[config.mk]
export PLATFORM = sky130hd
export DESIGN_NAME = mem_loader_flat
export DESIGN_NICKNAME = d
export VERILOG_FILES = /design/src/rtl/mem_loader_pkg.sv /design/src/rtl/mem_loader_if.sv /design/src/rtl/mem_loader_word_assembler.sv /design/src/rtl/mem_loader.sv /design/src/flat_wrapper.sv
export SDC_FILE = /design/constraint.sdc
export NUM_CORES = 1
export LEC_CHECK = 0
export CORE_MARGIN = 3
export CORE_UTILIZATION = 45
export CTS_CLUSTER_SIZE = 10
export DETAILED_ROUTE_END_ITERATION = 8
export GPL_TIMING_DRIVEN = 0
export PLACE_DENSITY = 0.8
export SYNTH_ARGS = -nofsm -noshare
export SYNTH_HDL_FRONTEND = slang
export SYNTH_HIERARCHICAL = 1
export SYNTH_SLANG_ARGS = --single-unit
[constraint.sdc]
create_clock -name clk_100M -period 2.9 [get_ports clk_100M]
set_input_delay 0.725 -clock clk_100M [delete_from_list [all_inputs] [get_ports clk_100M]]
set_output_delay 0.725 -clock clk_100M [all_outputs]
set_load 0.02 [all_outputs]
[src/rtl/mem_loader_pkg.sv]
// Shared types and constants for the byte-stream bootloader and the RAM decode.
package mem_loader_pkg;

    localparam int          BYTES_PER_WORD = 4;
    localparam logic [31:0] INSTR_BASE     = 32'h0040_0000;

    typedef enum logic [2:0] {
        IDLE,
        LEN_LO,
        LEN_HI,
        BYTES,
        WRITE,
        FIN
    } loader_state_t;

    // Byte address of word 'index' in a segment starting at 'base'.
    function automatic logic [31:0] word_addr(input logic [31:0] base, input logic [31:0] index);
        return base + (index << 2);
    endfunction

endpackage

[src/rtl/mem_loader_if.sv]
// Stream-in, RAM write-out and status signals of the loader, bundled as one port.
interface mem_loader_if;

    logic        start;
    logic        in_valid;
    logic [7:0]  in_data;
    logic        in_ready;
    logic        wr_en;
    logic [31:0] addr;
    logic [31:0] w_data;
    logic        busy;
    logic        done;
    logic        err;

    // master: the loader itself (initiator of RAM writes, consumer of the byte stream)
    modport master (
        input  start, in_valid, in_data,
        output in_ready, wr_en, addr, w_data, busy, done, err
    );

    // slave: the byte source / RAM / top-level glue facing the loader
    modport slave (
        output start, in_valid, in_data,
        input  in_ready, wr_en, addr, w_data, busy, done, err
    );

endinterface

[src/rtl/mem_loader_word_assembler.sv]
// Packs little-endian bytes into a 32-bit word; word_full flags the 4th byte of a word.
module word_assembler
    import mem_loader_pkg::*;
(
    input  logic        clk,
    input  logic        rst,
    input  logic        clear,
    input  logic        load,
    input  logic [7:0]  data,
    output logic [31:0] word,
    output logic        word_full
);

    localparam int CNT_W = $clog2(BYTES_PER_WORD);

    logic [CNT_W-1:0] cnt;

    // NOTE: sequential state uses non-blocking assignments so every flop samples pre-edge values.
    always_ff @(posedge clk or posedge rst) begin
        if (rst) begin
            cnt  <= '0;
            word <= '0;
        end else if (clear) begin
            cnt  <= '0;
            word <= '0;
        end else if (load) begin
            word[8*cnt +: 8] <= data;
            cnt              <= cnt + 1'b1;
        end
    end

    assign word_full = load && (cnt == CNT_W'(BYTES_PER_WORD - 1));

endmodule

[src/rtl/mem_loader.sv]
// Length-prefixed byte-stream bootloader: packs bytes into words and writes them to RAM,
// holding each write long enough to span a full period of the divided core clock.
module mem_loader
    import mem_loader_pkg::*;
#(
    parameter logic [31:0] BASE_ADDR   = INSTR_BASE,
    parameter int          MAX_WORDS   = 512,
    parameter int          HOLD_CYCLES = 4
) (
    input  logic         clk_100M,
    input  logic         reset,
    mem_loader_if.master bus
);

    localparam int IDX_W  = $clog2(MAX_WORDS + 1);
    localparam int HOLD_W = $clog2(HOLD_CYCLES + 1);

    loader_state_t     state, next_state;
    logic [7:0]        len_lo;
    logic [15:0]       len;
    logic [IDX_W-1:0]  index;
    logic [HOLD_W-1:0] hold_cnt;
    logic              err_q;
    logic [31:0]       word;
    logic              word_full;

    logic        accept, start_go, hold_last, last_word, len_bad;
    logic [15:0] len_full;

    assign accept    = bus.in_valid && bus.in_ready;
    assign start_go  = (state == IDLE) && bus.start;
    assign hold_last = (hold_cnt == HOLD_W'(HOLD_CYCLES - 1));
    assign last_word = ((32'(index) + 32'd1) == 32'(len));
    assign len_full  = {bus.in_data, len_lo};
    assign len_bad   = (32'(len_full) > 32'(MAX_WORDS));

    word_assembler u_word_assembler (
        .clk       (clk_100M),
        .rst       (reset),
        .clear     (start_go),
        .load      (accept && (state == BYTES)),
        .data      (bus.in_data),
        .word      (word),
        .word_full (word_full)
    );

    always_ff @(posedge clk_100M or posedge reset) begin
        if (reset) state <= IDLE;
        else       state <= next_state;
    end

    always_comb begin
        // NOTE: every signal written here gets a default first so no path can infer a latch.
        next_state   = state;
        bus.in_ready = 1'b0;
        bus.wr_en    = 1'b0;
        bus.busy     = (state != IDLE);
        bus.done     = 1'b0;
        case (state)
            IDLE: begin
                if (bus.start) next_state = LEN_LO;
            end
            LEN_LO: begin
                bus.in_ready = 1'b1;
                if (accept) next_state = LEN_HI;
            end
            LEN_HI: begin
                bus.in_ready = 1'b1;
                if (accept) next_state = ((len_full == 16'd0) || len_bad) ? FIN : BYTES;
            end
            BYTES: begin
                bus.in_ready = 1'b1;
                if (word_full) next_state = WRITE;
            end
            WRITE: begin
                bus.wr_en = 1'b1;
                if (hold_last) next_state = last_word ? FIN : BYTES;
            end
            FIN: begin
                bus.done   = 1'b1;
                next_state = IDLE;
            end
            default: next_state = IDLE;
        endcase
    end

    // Index returns to zero after the last word so addr never points past the loaded image.
    always_ff @(posedge clk_100M or posedge reset) begin
        if (reset) begin
            len_lo   <= '0;
            len      <= '0;
            index    <= '0;
            hold_cnt <= '0;
            err_q    <= 1'b0;
        end else begin
            if (start_go) begin
                err_q <= 1'b0;
                index <= '0;
            end
            if ((state == LEN_LO) && accept) len_lo <= bus.in_data;
            if ((state == LEN_HI) && accept) begin
                len <= len_full;
                if (len_bad) err_q <= 1'b1;
            end
            if (state == WRITE) begin
                if (hold_last) begin
                    hold_cnt <= '0;
                    index    <= last_word ? '0 : index + 1'b1;
                end else begin
                    hold_cnt <= hold_cnt + 1'b1;
                end
            end
        end
    end

    assign bus.addr   = word_addr(BASE_ADDR, 32'(index));
    assign bus.w_data = word;
    assign bus.err    = err_q;

endmodule

[src/flat_wrapper.sv]
// flat-port wrapper written by rule: the top's interface ports become plain ports
module mem_loader_flat import mem_loader_pkg::*;
#(
    parameter logic [31:0] BASE_ADDR   = INSTR_BASE,
    parameter int          MAX_WORDS   = 512,
    parameter int          HOLD_CYCLES = 4
)
  (clk_100M, reset, bus_start, bus_in_valid, bus_in_data, bus_in_ready, bus_wr_en, bus_addr, bus_w_data, bus_busy, bus_done, bus_err);
  mem_loader_if bus_i ();
  input  logic clk_100M;
  input  logic reset;
  input wire logic [$bits(bus_i.start)-1:0] bus_start;
  input wire logic [$bits(bus_i.in_valid)-1:0] bus_in_valid;
  input wire logic [$bits(bus_i.in_data)-1:0] bus_in_data;
  output wire logic [$bits(bus_i.in_ready)-1:0] bus_in_ready;
  output wire logic [$bits(bus_i.wr_en)-1:0] bus_wr_en;
  output wire logic [$bits(bus_i.addr)-1:0] bus_addr;
  output wire logic [$bits(bus_i.w_data)-1:0] bus_w_data;
  output wire logic [$bits(bus_i.busy)-1:0] bus_busy;
  output wire logic [$bits(bus_i.done)-1:0] bus_done;
  output wire logic [$bits(bus_i.err)-1:0] bus_err;
  assign bus_i.start = bus_start;
  assign bus_i.in_valid = bus_in_valid;
  assign bus_i.in_data = bus_in_data;
  assign bus_in_ready = bus_i.in_ready;
  assign bus_wr_en = bus_i.wr_en;
  assign bus_addr = bus_i.addr;
  assign bus_w_data = bus_i.w_data;
  assign bus_busy = bus_i.busy;
  assign bus_done = bus_i.done;
  assign bus_err = bus_i.err;
  mem_loader #(.BASE_ADDR(BASE_ADDR), .MAX_WORDS(MAX_WORDS), .HOLD_CYCLES(HOLD_CYCLES)) u_core (.clk_100M(clk_100M), .reset(reset), .bus(bus_i));
endmodule
==> flow_summary.json <==
{
  "status": "finished, final reports clean",
  "min-delay-path-class": "flip-flop to flip-flop",
  "crit_path_end_kind": "flip-flop",
  "postCtsHoldBufs": 0,
  "seq_area_um2": 1878,
  "yosysSeqAreaShare": 0.4624,
  "clkTransAtPathRegs_ns": 0.08,
  "slew_violations": 0,
  "worstPathArrival_ns": 3.12,
  "finalSetupViolations": 0,
  "io_buffers": 58,
  "relSlewSlack": 0.1265,
  "rows": 34,
  "grt_pass1_wl_um": 15700,
  "grt_pass1_vias": 3165,
  "syn_inst": 373,
  "dp_cells": 559,
  "io_pins": 81,
  "p_per_area_nw_per_um2": 809.0,
  "start_util": 0.4654,
  "fin_crit_sh": 0.9882,
  "grt_use_met2": 0.3084,
  "pre_cts_slack_ns": -0.1949,
  "die_h_um": 101.0,
  "num_vias": 3244,
  "peakVddDrop_uv": 416.6,
  "cts_root_buffer": "clkbuf_8",
  "antennaDiodeCount": 0,
  "setup_slack_ns": 0.03420,
  "timing.fmax_mhz": 348.9,
  "wl_um": 9752,
  "final_cells": 578,
  "required_ns": 3.15,
  "fillers": 696,
  "drc": 0,
  "fin_nets": 484,
  "cts_buffers": 9,
  "htree_levels": 3,
  "first_pass_iters": 4,
  "overflow": 0,
  "ys_warn_count": 6,
  "netlist_area_um2": 4059,
  "synth_edf_count": 0,
  "final_util": 0.5947,
  "multi_input_area_um2": 1921,
  "drive_gt1_frac": 0.2170,
  "min_from": "u_core/hold_cnt[0]$_DFFE_PP0P_",
  "tritoncts": "yes",
  "cap_violations": 0,
  "dp_hpwl_um": 6622,
  "clock_path_buffers": 2,
  "synth_cell_types": 61,
  "use_met3": 0.04567,
  "cp_max_fo": 10,
  "drt_first_iter_violations": 234,
  "rsz0062_at_grt": "false",
  "cts.sinks": 75,
  "die_w_um": 101.0,
  "worst_r2r_startpoint": "u_core/index[0]$_DFF_PP0_",
  "startpoint_type": "input port",
  "grtUsageTotal": 0.1968,
  "hold_viol_final": 0,
  "synthArstFlopShare": 1.000,
  "wl_per_cell_um": 16.87,
  "antenna_found_initial": 0,
  "place_congestion": 0.8888,
  "die_area_um2": 10190,
  "via_per_inst": 5.612,
  "p_leak_nw": 2.165,
  "grt.busiest_layer": "met2",
  "crit_type": "input port to flip-flop",
  "grt_start_max_net_pins": 42,
  "startpoint": "bus_in_valid",
  "core-area_um2": 8721,
  "ys.flop_type": "dfrtp_1",
  "syn_area_per_cell_um2": 10.88,
  "worst_pin_slew_ns": 1.300,
  "period_minus_slack_ns": 2.866,
  "synth_seq_cells": 75,
  "drt.antenna.violating_nets": 0,
  "grt_util_met1": 0.2630,
  "fin_skew_ns": 0.008418,
  "syn_to_final_growth_pct": 27.77,
  "insertion_delay_ns": 0.35
}
synthesized netlist by cell type (3+ instances only):
| cell type | count | area [µm²] |
|---|---|---|
| dfrtp_1 | 75 | 1877 |
| buf_4 | 25 | 187.7 |
| a32o_1 | 24 | 240.2 |
| mux2_2 | 24 | 270.3 |
| o21ai_0 | 22 | 110.1 |
| nand2_1 | 21 | 78.83 |
| nor2_1 | 18 | 67.56 |
| inv_1 | 16 | 60.06 |
| nor3_1 | 15 | 75.07 |
| nand3_1 | 10 | 50.05 |
| xnor2_1 | 10 | 87.58 |
| nor2b_1 | 9 | 56.30 |
| clkbuf_1 | 8 | 30.03 |
| o32ai_2 | 8 | 130.1 |
| a21oi_1 | 7 | 35.03 |
| ha_1 | 7 | 87.58 |
| xor2_1 | 7 | 61.31 |
| buf_1 | 4 | 15.01 |
| buf_6 | 4 | 45.04 |
| nand4_1 | 4 | 25.02 |
| a22o_1 | 3 | 26.28 |
| nand2b_1 | 3 | 18.77 |
flip-flops by register name, indices dropped and copies added (netlist names):
signal and flops:
u_core/index 10, u_core/hold_cnt 3, u_core/len_lo 8, u_core/u_word_assembler/cnt 2, u_core/len 16, u_core/bus.err 1
u_core/u_word_assembler/word 32, u_core/state 3
repair_timing:
item                       in CTS  in global routing
setup buffers                   2                  0
resized for setup               2                  6
pin swaps                       1                  0
setup endpoints to repair      12                 35
cell usage in the layout, fill, tap and decap left out, drive strengths merged, types with 2 or more instances in the layout:
cell           count
nand2             21
clkdlybuf4s50     58
and4               2
inv               15
a21oi              7
dfrtp             75
a22o               3
buf               37
and2               4
o21ai             22
a21o               2
nor2b              9
nor3              16
a2111oi            2
o211ai             2
nor4               3
nand2b             3
mux2              24
clkbuf            22
ha                 7
bufinv             4
xnor2             10
mux2i              2
o311ai             2
nor3b              2
nor2              18
nand4              5
a32o              24
and3               2
xor2               7
a31oi              2
nand3             10
or3                3
conb              22
o32ai              8
cells by family (layout without fill, tap and decap cells):
kind of cell,count (synthesis),in the layout,share of synthesized area
AND/OR/NAND/NOR,104,104,0.1461
AO/OA/AOI/OAI,82,82,0.1729
buffers and inverters,60,137,0.08693
multiplexers,26,26,0.07152
flip-flops,75,75,0.4624
other,2,22,0.001850
XOR/XNOR,17,17,0.03668
adder cells (fa/ha/maj),7,7,0.02158
power breakdown:
group | internal [mW] | switching (mW)
combinational | 0.702 | 0.853
sequential | 1.33 | 0.229
clock | 0.706 | 0.380
path summary, 6_finish.rpt:
check | to | slack, ns | cells past startpoint
worst max-delay path | u_core/index[9]$_DFF_PP0_ | 0.03 | 8
worst min register to register | u_core/hold_cnt[0]$_DFFE_PP0P_ | 0.48 | 1
max in group asynchronous | u_core/index[0]$_DFF_PP0_ | 1.35 | 2
worst max register to register | u_core/index[3]$_DFF_PP0_ | 0.21 | 8
min in group asynchronous | u_core/u_word_assembler/word[25]$_DFFE_PP0P_ | 0.72 | 2
worst min-delay path | u_core/hold_cnt[0]$_DFFE_PP0P_ | 0.48 | 1
layout make-up:
cell class,instances,area share
inverter,16,0.01158
timing repair buffer,61,0.1201
tap,108,0.02606
clock inverter,4,0.02316
multi-input combinational,258,0.3703
clock buffer,12,0.02992
buffer,44,0.05669
sequential,75,0.3621
critical path, cell delays in order:
cell and delay [ns]:
clkdlybuf4s50_1 0.56, nor2_1 0.06, a22oi_1 0.36, and2_1 0.21
clkbuf_1 0.35, clkbuf_1 0.43, o21ai_0 0.18, nor3_1 0.25
stage by stage:
stage	hold WS (ns)	cell area, µm²	setup TNS [ns]	power (mW)
final	0.4845	5186	0	4.195
after floorplan	0.4569	4134	0	2.613
after CTS	0.4903	5146	0	4.189
after global placement	0.4675	4850	-0.7228	3.023
after global routing	0.5201	5186	0	4.437
after detailed placement	0.4802	4850	-3.221	3.083
routing by layer:
| layer | wire length (µm) | share of wire |
|---|---|---|
| met5 | 0 | 0 |
| met2 | 4583 | 0.47 |
| met3 | 732 | 0.075 |
| met4 | 175 | 0.018 |
| met1 | 4261 | 0.44 |
(Power assumes the default switching activity.)
